**src/rtl/seg7_pkg.sv**
```systemverilog
// Shared types and constants for the four-digit multiplexed 7-segment scan controller.
// All segment and anode values are active-low.
package seg7_pkg;

    typedef enum logic {
        S_BLANK = 1'b0,
        S_DRIVE = 1'b1
    } state_t;

    localparam logic [6:0] SEG_OFF = 7'h7F;
    localparam logic [3:0] AN_OFF  = 4'hF;

    // Segment order {g,f,e,d,c,b,a}; index is the hex nibble value.
    localparam logic [6:0] HEX_SEG [16] = '{
        7'h40, 7'h79, 7'h24, 7'h30,
        7'h19, 7'h12, 7'h02, 7'h78,
        7'h00, 7'h10, 7'h08, 7'h03,
        7'h46, 7'h21, 7'h06, 7'h0E
    };

    // True when digit idx and every more-significant digit hold zero.
    // Digit 0 is never a leading zero.
    function automatic logic lz_digit(input logic [15:0] data, input logic [1:0] idx);
        logic [15:0] upper;
        upper    = data >> {idx, 2'b00};
        lz_digit = (idx != 2'd0) && (upper == 16'h0000);
    endfunction

endpackage

```
**src/rtl/hex_to_7seg.sv**
```systemverilog
// Combinational hex nibble to active-low 7-segment pattern.
module hex_to_7seg
    import seg7_pkg::*;
(
    input  logic [3:0] nibble_i,
    output logic [6:0] seg_o
);

    assign seg_o = HEX_SEG[nibble_i];

endmodule

```
**src/rtl/seg7_scan_ctrl.sv**
```systemverilog
// Four-digit 7-segment scanner: steps one digit per rising edge of the scan strobe,
// inserts a blank gap between digits and displays a once-per-scan snapshot of the data.
module seg7_scan_ctrl
    import seg7_pkg::*;
#(
    parameter int BLANK_CYC = 8,
    parameter int N_DIGITS  = 4
) (
    input  logic        clk_10MHz_i,
    input  logic        rst_i,
    input  logic        clk_div_i,
    input  logic [15:0] data_i,
    input  logic [3:0]  dp_i,
    input  logic        blank_lz_i,
    output logic [3:0]  an_o,
    output logic [6:0]  seg_o,
    output logic        dp_o
);

    localparam int         CNT_W    = (BLANK_CYC > 1) ? $clog2(BLANK_CYC) : 1;
    localparam logic [CNT_W-1:0] CNT_LAST = (BLANK_CYC > 0) ? CNT_W'(BLANK_CYC - 1) : '0;
    localparam logic [1:0] IDX_LAST = 2'(N_DIGITS - 1);

    logic             clk_div_q;
    logic             tick;

    state_t           state_q,     state_d;
    logic [CNT_W-1:0] cnt_q,       cnt_d;
    logic [1:0]       idx_q,       idx_d;
    logic [15:0]      snap_data_q, snap_data_d;
    logic [3:0]       snap_dp_q,   snap_dp_d;
    logic             snap_lz_q,   snap_lz_d;

    logic [3:0]       an_q,  an_d;
    logic [6:0]       seg_q, seg_d;
    logic             dp_q,  dp_d;

    logic [3:0]       cur_nibble;
    logic [6:0]       cur_seg;
    logic             cur_lz;

    assign tick = clk_div_i & ~clk_div_q;

    // Next-state logic. A tick always restarts the gap, even mid-gap.
    always_comb begin
        state_d     = state_q;
        cnt_d       = cnt_q;
        idx_d       = idx_q;
        snap_data_d = snap_data_q;
        snap_dp_d   = snap_dp_q;
        snap_lz_d   = snap_lz_q;

        if (tick) begin
            idx_d = (idx_q == IDX_LAST) ? 2'd0 : idx_q + 2'd1;
            cnt_d = '0;
            if (idx_q == IDX_LAST) begin
                snap_data_d = data_i;
                snap_dp_d   = dp_i;
                snap_lz_d   = blank_lz_i;
            end
            state_d = (BLANK_CYC == 0) ? S_DRIVE : S_BLANK;
        end else begin
            case (state_q)
                S_BLANK: begin
                    if (BLANK_CYC == 0 || cnt_q == CNT_LAST) begin
                        state_d = S_DRIVE;
                        cnt_d   = '0;
                    end else begin
                        cnt_d = cnt_q + 1'b1;
                    end
                end
                S_DRIVE: begin
                    state_d = S_DRIVE;
                end
                default: begin
                    state_d = S_BLANK;
                    cnt_d   = '0;
                end
            endcase
        end
    end

    // Outputs are computed from next-state values so the registered pins line up
    // with the state they describe.
    assign cur_nibble = snap_data_d[{idx_d, 2'b00} +: 4];
    assign cur_lz     = snap_lz_d & lz_digit(snap_data_d, idx_d);

    hex_to_7seg u_hex_to_7seg (
        .nibble_i (cur_nibble),
        .seg_o    (cur_seg)
    );

    always_comb begin
        an_d  = AN_OFF;
        seg_d = SEG_OFF;
        dp_d  = 1'b1;
        if (state_d == S_DRIVE) begin
            an_d  = ~(4'b0001 << idx_d);
            seg_d = cur_lz ? SEG_OFF : cur_seg;
            dp_d  = ~snap_dp_d[idx_d];
        end
    end

    always_ff @(posedge clk_10MHz_i) begin
        if (rst_i) begin
            clk_div_q   <= 1'b0;
            state_q     <= S_BLANK;
            cnt_q       <= '0;
            idx_q       <= 2'd0;
            snap_data_q <= 16'h0000;
            snap_dp_q   <= 4'h0;
            snap_lz_q   <= 1'b0;
            an_q        <= AN_OFF;
            seg_q       <= SEG_OFF;
            dp_q        <= 1'b1;
        end else begin
            clk_div_q   <= clk_div_i;
            state_q     <= state_d;
            cnt_q       <= cnt_d;
            idx_q       <= idx_d;
            snap_data_q <= snap_data_d;
            snap_dp_q   <= snap_dp_d;
            snap_lz_q   <= snap_lz_d;
            an_q        <= an_d;
            seg_q       <= seg_d;
            dp_q        <= dp_d;
        end
    end

    assign an_o  = an_q;
    assign seg_o = seg_q;
    assign dp_o  = dp_q;

endmodule

```
**config.mk**
```make
export PLATFORM = sky130hd
export DESIGN_NAME = seg7_scan_ctrl
export DESIGN_NICKNAME = d
export VERILOG_FILES = /design/src/rtl/seg7_pkg.sv /design/src/rtl/hex_to_7seg.sv /design/src/rtl/seg7_scan_ctrl.sv
export SDC_FILE = /design/constraint.sdc
export NUM_CORES = 1
export LEC_CHECK = 0
export CAP_MARGIN = 20
export CORE_ASPECT_RATIO = 0.8
export CORE_MARGIN = 10
export CORE_UTILIZATION = 54
export CTS_BUF_LIST = sky130_fd_sc_hd__clkbuf_8
export DETAILED_ROUTE_END_ITERATION = 6
export GPL_TIMING_DRIVEN = 0
export PLACE_DENSITY = 0.82
export SYNTH_ARGS = -nofsm -noshare
export SYNTH_HDL_FRONTEND = slang
export SYNTH_SLANG_ARGS = --single-unit
```
**constraint.sdc**
```tcl
create_clock -name clk_10MHz_i -period 4.6 [get_ports clk_10MHz_i]
set_clock_uncertainty 0.05 [all_clocks]
set_input_delay 1.15 -clock clk_10MHz_i [delete_from_list [all_inputs] [get_ports clk_10MHz_i]]
set_output_delay 1.15 -clock clk_10MHz_i [all_outputs]
set_load 0.02 [all_outputs]
```
==> flow_summary.json <==
{
  "ys_warn_count": 0,
  "power_density_nw_per_um2": 299,
  "synth_area_per_cell_um2": 9.27,
  "antenna_found_initial": 0,
  "final_layout_size_suffix_gt1_frac": 0.0880,
  "track_usage": 0.152,
  "final.setup.tns_ns": 0,
  "postPlaceCellArea_um2": 2310,
  "setup_ws_ns": 0.223,
  "period_share": 0.951,
  "portBuffers": 34,
  "coreArea_um2": 3420,
  "max_slew_margin": 0.408,
  "netSwitchingFraction": 0.244,
  "fp-row-count": 19,
  "htreeDepth": 2,
  "grt-ovfl-total": 0,
  "ys_seq_area_frac": 0.417,
  "synth_edf_count": 0,
  "grt_pass1_wl_um": 7580,
  "dp_hpwl_um": 3480,
  "worst_hold_path_type": "reg -> reg",
  "numCtsBuffers": 5,
  "cts_tree": "done",
  "final_core_util": 0.714,
  "synthesis.nets": 240,
  "pwr-share-comb": 0.110,
  "drc": 0,
  "post-place-ws_ns": -0.204,
  "clkPwrFrac": 0.406,
  "ir_drop_mv": 0.211,
  "cts_sinks": 40,
  "n_fill_cell": 284,
  "die_y_um": 73.3,
  "final_cells": 292,
  "hold_buffers": 0,
  "synth.ff_latch_count": 40,
  "dieArea_um2": 6350,
  "yosys.area.top_type_share": 0.417,
  "leakagePower_uw": 0.00107,
  "hold_viol_final": 0,
  "initial_core_util": 0.560,
  "die_x_um": 86.6,
  "fmax_mhz": 228,
  "critPathRequiredTime_ns": 4.76,
  "worst_setup_path_start_kind": "input port",
  "insertion_delay_ns": 0.31,
  "cp.arrival_ns": 4.53,
  "synthTopCellsByArea": "dfxtp_1 42%, mux2i_1 15%, ha_1 5.9%",
  "worst_slew_pin_slew_ns": 0.881,
  "setup_viol": 0,
  "use_met3": 0.0685,
  "status": "completed",
  "clockBufferDepth": 2,
  "synth_top_area_cell": "dfxtp_1",
  "synth_cells": 207,
  "final.min_clock_period_ns": 4.38,
  "crit_fanout": 10,
  "drt_pre_antenna_iters": 4,
  "p_int_uw": 553,
  "vias_per_cell": 5.78,
  "grt.busiest_layer": "met2",
  "gp_congestion": 0.834,
  "setup.worst_path.class": "in -> reg",
  "fin_area_um2": 2440,
  "wirelength_um": 4670,
  "pwr-share-seq": 0.484,
  "synthArstFlopShare": 0,
  "syn-cell-area_um2": 1920,
  "num_vias": 1687,
  "grt_max_degree": 15,
  "use_met1": 0.179,
  "grt_pass1_vias": 1566,
  "cap_viol_max_count": 0,
  "postRouteAntennaNets": 0,
  "end_kind": "flop",
  "diodes": 0,
  "ys.flop_type": "dfxtp_1",
  "clkTransAtPathRegs_ns": 0.08,
  "fin_nets": 282,
  "synth_cell_type_count": 41,
  "drt_iter0_markers": 68,
  "area_growth_pct": 27.4,
  "dpl.cell_count": 283,
  "root_buffer": "clkbuf_8",
  "slew_violations": 0,
  "globalRouteMet2Util": 0.238,
  "io_pins": 36,
  "power.switching_uw": 179,
  "routedWlPerCell_um": 16.0
}
-- flip-flops by register name, summed over array words and instances (netlist names) --
register / flops
clk_div_q: 1
snap_data_q: 16
snap_dp_q: 4
cnt_q: 3
idx_q: 2
an_o: 4
seg_o: 7
state_q: 1
dp_o: 1
snap_lz_q: 1
-- critical path: stages --
cell             delay, ns
clkdlybuf4s50_1       0.56
nor2b_1               0.22
buf_6                 0.17
mux2i_2               0.26
buf_4                 0.24
mux2i_1               0.23
nor3_1                0.09
nor3_2                0.37
ha_1                  0.27
or4b_1                0.46
o41a_4                0.42
o311ai_1              0.10
-- power groups by stage --
| stage | clock network [uW] | logic, uW | registers, uW |
|---|---|---|---|
| after CTS | 300 | 79.4 | 354 |
| after global placement | 0 | 77.5 | 362 |
| after global routing | 315 | 87.0 | 354 |
| final | 297 | 80.2 | 354 |
| after floorplan | 0 | 46.3 | 361 |
| after detailed placement | 0 | 78.8 | 362 |
-- worst paths after layout --
kind / cells after the start / to / start / slack (ns)
setup / recovery: 12 / seg_o[2]$_SDFF_PP1_ / clk_div_i / 0.22
hold / removal: 2 / snap_dp_q[2]$_SDFF_PP0_ / snap_dp_q[2]$_SDFF_PP0_ / 0.41
hold reg to reg: 2 / snap_dp_q[2]$_SDFF_PP0_ / snap_dp_q[2]$_SDFF_PP0_ / 0.41
setup reg to reg: 11 / seg_o[2]$_SDFF_PP1_ / idx_q[0]$_SDFF_PP0_ / 1.20
-- synthesized netlist by cell type, types with 2 or more instances --
library cell / number
a21o_1: 2
a21oi_1: 13
a31oi_1: 2
a32oi_1: 2
buf_2: 3
clkbuf_1: 4
dfxtp_1: 40
ha_1: 9
inv_1: 5
mux2i_1: 28
nand2_1: 15
nand2b_1: 6
nand3_1: 6
nand3b_1: 2
nor2_1: 23
nor2b_1: 2
nor3_1: 13
nor3b_1: 2
nor4_1: 2
o221ai_1: 3
o22ai_1: 5
-- cells by family (layout without fill, tap and decap cells) --
logic type               Yosys count  count (layout)  synth area share
AO/OA/AOI/OAI                     34              34             0.125
adder cells (fa/ha/maj)            9               9            0.0587
buffers and inverters             16              59            0.0391
flip-flops                        40              40             0.417
multiplexers                      30              30             0.159
AND/OR/NAND/NOR                   78              78             0.200
-- stage by stage --
stage          hold WS [ns]  total power, uW
2_1_floorplan         0.386              407
5_1_grt               0.448              756
6_report              0.415              731
3_3_place_gp          0.394              439
4_1_cts               0.419              733
3_5_place_dp          0.406              441
-- repair_timing --
action                                  4_1_cts  5_1_grt
setup buffers                                 0        2
endpoints found under the setup margin        0        7
gates resized for setup                       0        1
-- layout make-up --
class / count / area (um2) / share of cell area
multi-input combinational: 151 / 1050 / 0.429
tap: 42 / 52.6 / 0.0215
sequential: 40 / 801 / 0.328
buffer: 9 / 48.8 / 0.0200
inverter: 6 / 22.5 / 0.00922
clock inverter: 3 / 47.5 / 0.0195
timing repair buffer: 36 / 355 / 0.145
clock buffer: 5 / 68.8 / 0.0282
-- layer usage --
layer  up-vias  share of wire  wire, um
li1        829              -         -
met2        69           0.45      2110
met1       781           0.44      2060
met5         -              0         0
met3         8          0.087       408
met4         0          0.019        87
-- cell usage in the layout, fill, tap and decap left out, types with 2 or more instances in the layout --
cell             Yosys  final
mux2i_1             28     28
ha_1                 9      9
nand3_1              6      6
nor2_1              23     23
a21o_1               2      2
nand2b_1             6      6
clkbuf_8             0      5
nand2_1             15     15
a32oi_1              2      2
clkbuf_1             4      4
a21oi_1             13     13
nand3b_1             2      2
buf_4                1      3
o22ai_1              5      5
clkinv_4             0      2
inv_1                5      5
clkdlybuf4s50_1      0     34
o221ai_1             3      3
nor3_1              13     12
dfxtp_1             40     40
nor2b_1              2      2
nor3_2               1      2
nor3b_1              2      2
nor4_1               2      2
a31oi_1              2      2
buf_2                3      3
No activity file was read; power rests on OpenSTA's default activity.
==> RTL change: new RTL, same settings <==
`BLANK_CYC`: 8 -> 16.
--- a/src/rtl/seg7_scan_ctrl.sv
+++ b/src/rtl/seg7_scan_ctrl.sv
@@ -3,7 +3,7 @@
 module seg7_scan_ctrl
     import seg7_pkg::*;
 #(
-    parameter int BLANK_CYC = 8,
+    parameter int BLANK_CYC = 16,
     parameter int N_DIGITS  = 4
 ) (
     input  logic        clk_10MHz_i,
Formal check against the unedited RTL: not equivalent (Yosys sat finds a counterexample within 10 cycles, from zero or initial values and one cycle with rst_i high).
==> RTL change against the original RTL <==
  * Clock power is 19% lower
  * Sequential cell count is 1 higher
  * Worst setup slack better by 330 ps
  * Area after synthesis is 1.8% higher
  * Design area is 0.10% higher
  * Utilization is 0.42 points lower
  * Power is 4.4% higher
  * Wire length is 4.2% lower
  * Largest cell class unchanged
  * Largest power group unchanged
==> RTL change: results (changes against the original RTL) <==
<table>
<tr><th>Metric</th><th>Value</th></tr>
<tr><th colspan="2">Outcome</th></tr>
<tr><td>Outcome</td><td>finished clean (unchanged)</td></tr>
<tr><th colspan="2">Cells and area</th></tr>
<tr><td>Number of fill cells</td><td>271 (was 284)</td></tr>
<tr><td>Fraction of layout instances using a drive strength above 1</td><td>0.0956 (was 0.0880)</td></tr>
<tr><th colspan="2">Critical path</th></tr>
<tr><td>Arr. time, crit path</td><td>4230 ps (was 4530 ps)</td></tr>
<tr><td>R2r worst-path depth</td><td>9 (was 11)</td></tr>
<tr><td>Setup slack on the worst flop-to-flop path</td><td>1280 ps (was 1200 ps)</td></tr>
<tr><td>Largest driver fanout on the critical path</td><td>8 (was 10)</td></tr>
<tr><td>Peak per-stage delay on the critical path</td><td>630 ps (was 560 ps)</td></tr>
<tr><th colspan="2">STA</th></tr>
<tr><td>Fin crit share</td><td>0.879 (was 0.951)</td></tr>
<tr><td>Transition time at the pin with the least slew margin</td><td>738 ps (was 881 ps)</td></tr>
<tr><th colspan="2">Pwr</th></tr>
<tr><td>Maximum vdd ir drop</td><td>241 uV (was 211 uV)</td></tr>
<tr><td>Internal power</td><td>537 uW (was 553 uW)</td></tr>
<tr><td>Static Leakage</td><td>0.00107 uW (about the same)</td></tr>
<tr><th colspan="2">GRT</th></tr>
<tr><td>GRT Overall Usage</td><td>0.143 (was 0.152)</td></tr>
<tr><td>First-pass GRT wire length</td><td>7380 um (was 7580 um)</td></tr>
<tr><td>Via count of the first global-routing pass</td><td>1534 (was 1566)</td></tr>
<tr><th colspan="2">Placed design</th></tr>
<tr><td>Minimum setup slack after placement</td><td>273 ps (was -204 ps)</td></tr>
<tr><td>Final weighted congestion of routability-driven global placement</td><td>0.806 (was 0.834)</td></tr>
<tr><td>Placed wire-length estimate</td><td>3410 um (was 3480 um)</td></tr>
<tr><th colspan="2">Logic synthesis</th></tr>
<tr><td>Most frequent cells after synthesis</td><td>dfxtp_1 (41), nor2_1 (30), mux2i_1 (20) (was dfxtp_1 (40), mux2i_1 (28), nor2_1 (23))</td></tr>
<tr><td>Sequential area share after synthesis</td><td>0.421 (was 0.417)</td></tr>
<tr><td>Number of different library cells in the post-synthesis netlist</td><td>49 (was 41)</td></tr>
<tr><th colspan="2">Route</th></tr>
<tr><td>Detailed-route wire length per cell</td><td>15.3 um (was 16.0 um)</td></tr>
<tr><td>Detailed Routing Iterations Pass 1</td><td>7 (was 4)</td></tr>
<tr><td>Vias</td><td>1654 (was 1687)</td></tr>
</table>
-- RTL change: logic make-up (layout without fill, tap and decap cells) --
family,Yosys count,count (layout),share of synthesized area
flip-flops,41,41,0.421
adder cells (fa/ha/maj),8,8,0.0513
AND/OR/NAND/NOR,78,78,0.189
AO/OA/AOI/OAI,42,42,0.170
XOR/XNOR,1,1,0.00449
buffers and inverters,14,57,0.0359
multiplexers,24,24,0.129
-- RTL change: final cells by class --
class | instances | area share
tap | 42 | 0.0215
sequential | 41 | 0.336
multi-input combinational | 153 | 0.434
inverter | 6 | 0.00921
buffer | 8 | 0.0194
clock buffer | 5 | 0.0281
clock inverter | 3 | 0.00921
timing repair buffer | 35 | 0.143
-- RTL change: final timing paths --
path | from | end
worst min register to register | snap_dp_q[0] | snap_dp_q[0]
worst max register to register | idx_q[1] | seg_o[0]
worst max-delay path | clk_div_i | seg_o[0]
worst min-delay path | snap_dp_q[0] | snap_dp_q[0]
-- RTL change: power by group through the flow --
stage	sequential [uW]	clock [uW]	combinational, uW
after floorplan	371	0	109
after global placement	372	0	154
after detailed placement	372	0	157
after CTS	363	241	158
after global routing	364	255	178
final	363	240	160
-- RTL change: critical path, delay by kind of cell --
family,cells,cell delay (ps)
adders and majority gates,1,280
and+or+nand+nor,2,280
buffers and inverters,2,640
AOI/OAI and AO/OA,5,1880
-- RTL change: per-stage QoR --
step | instances | instance area [um^2] | total power [uW] | util | hold WS [ps]
floorplan | 208 | 1950 | 480 | - | 377
global placement | 285 | 2350 | 526 | 0.683 | 391
detailed placement | 285 | 2350 | 528 | 0.683 | 398
CTS | 293 | 2450 | 763 | 0.710 | 408
global route | 293 | 2450 | 797 | 0.710 | 424
finish | 293 | 2450 | 763 | 0.710 | 411
-- RTL change: metal layers --
| metal | vias up | wire length [um] | GRT usage |
|---|---|---|---|
| li1 | 833 | - | - |
| met1 | 762 | 2260 | 0.195 |
| met2 | 50 | 1810 | 0.203 |
| met3 | 9 | 327 | 0.0453 |
| met4 | 0 | 76 | 0.0583 |
| met5 | - | 0 | 0 |
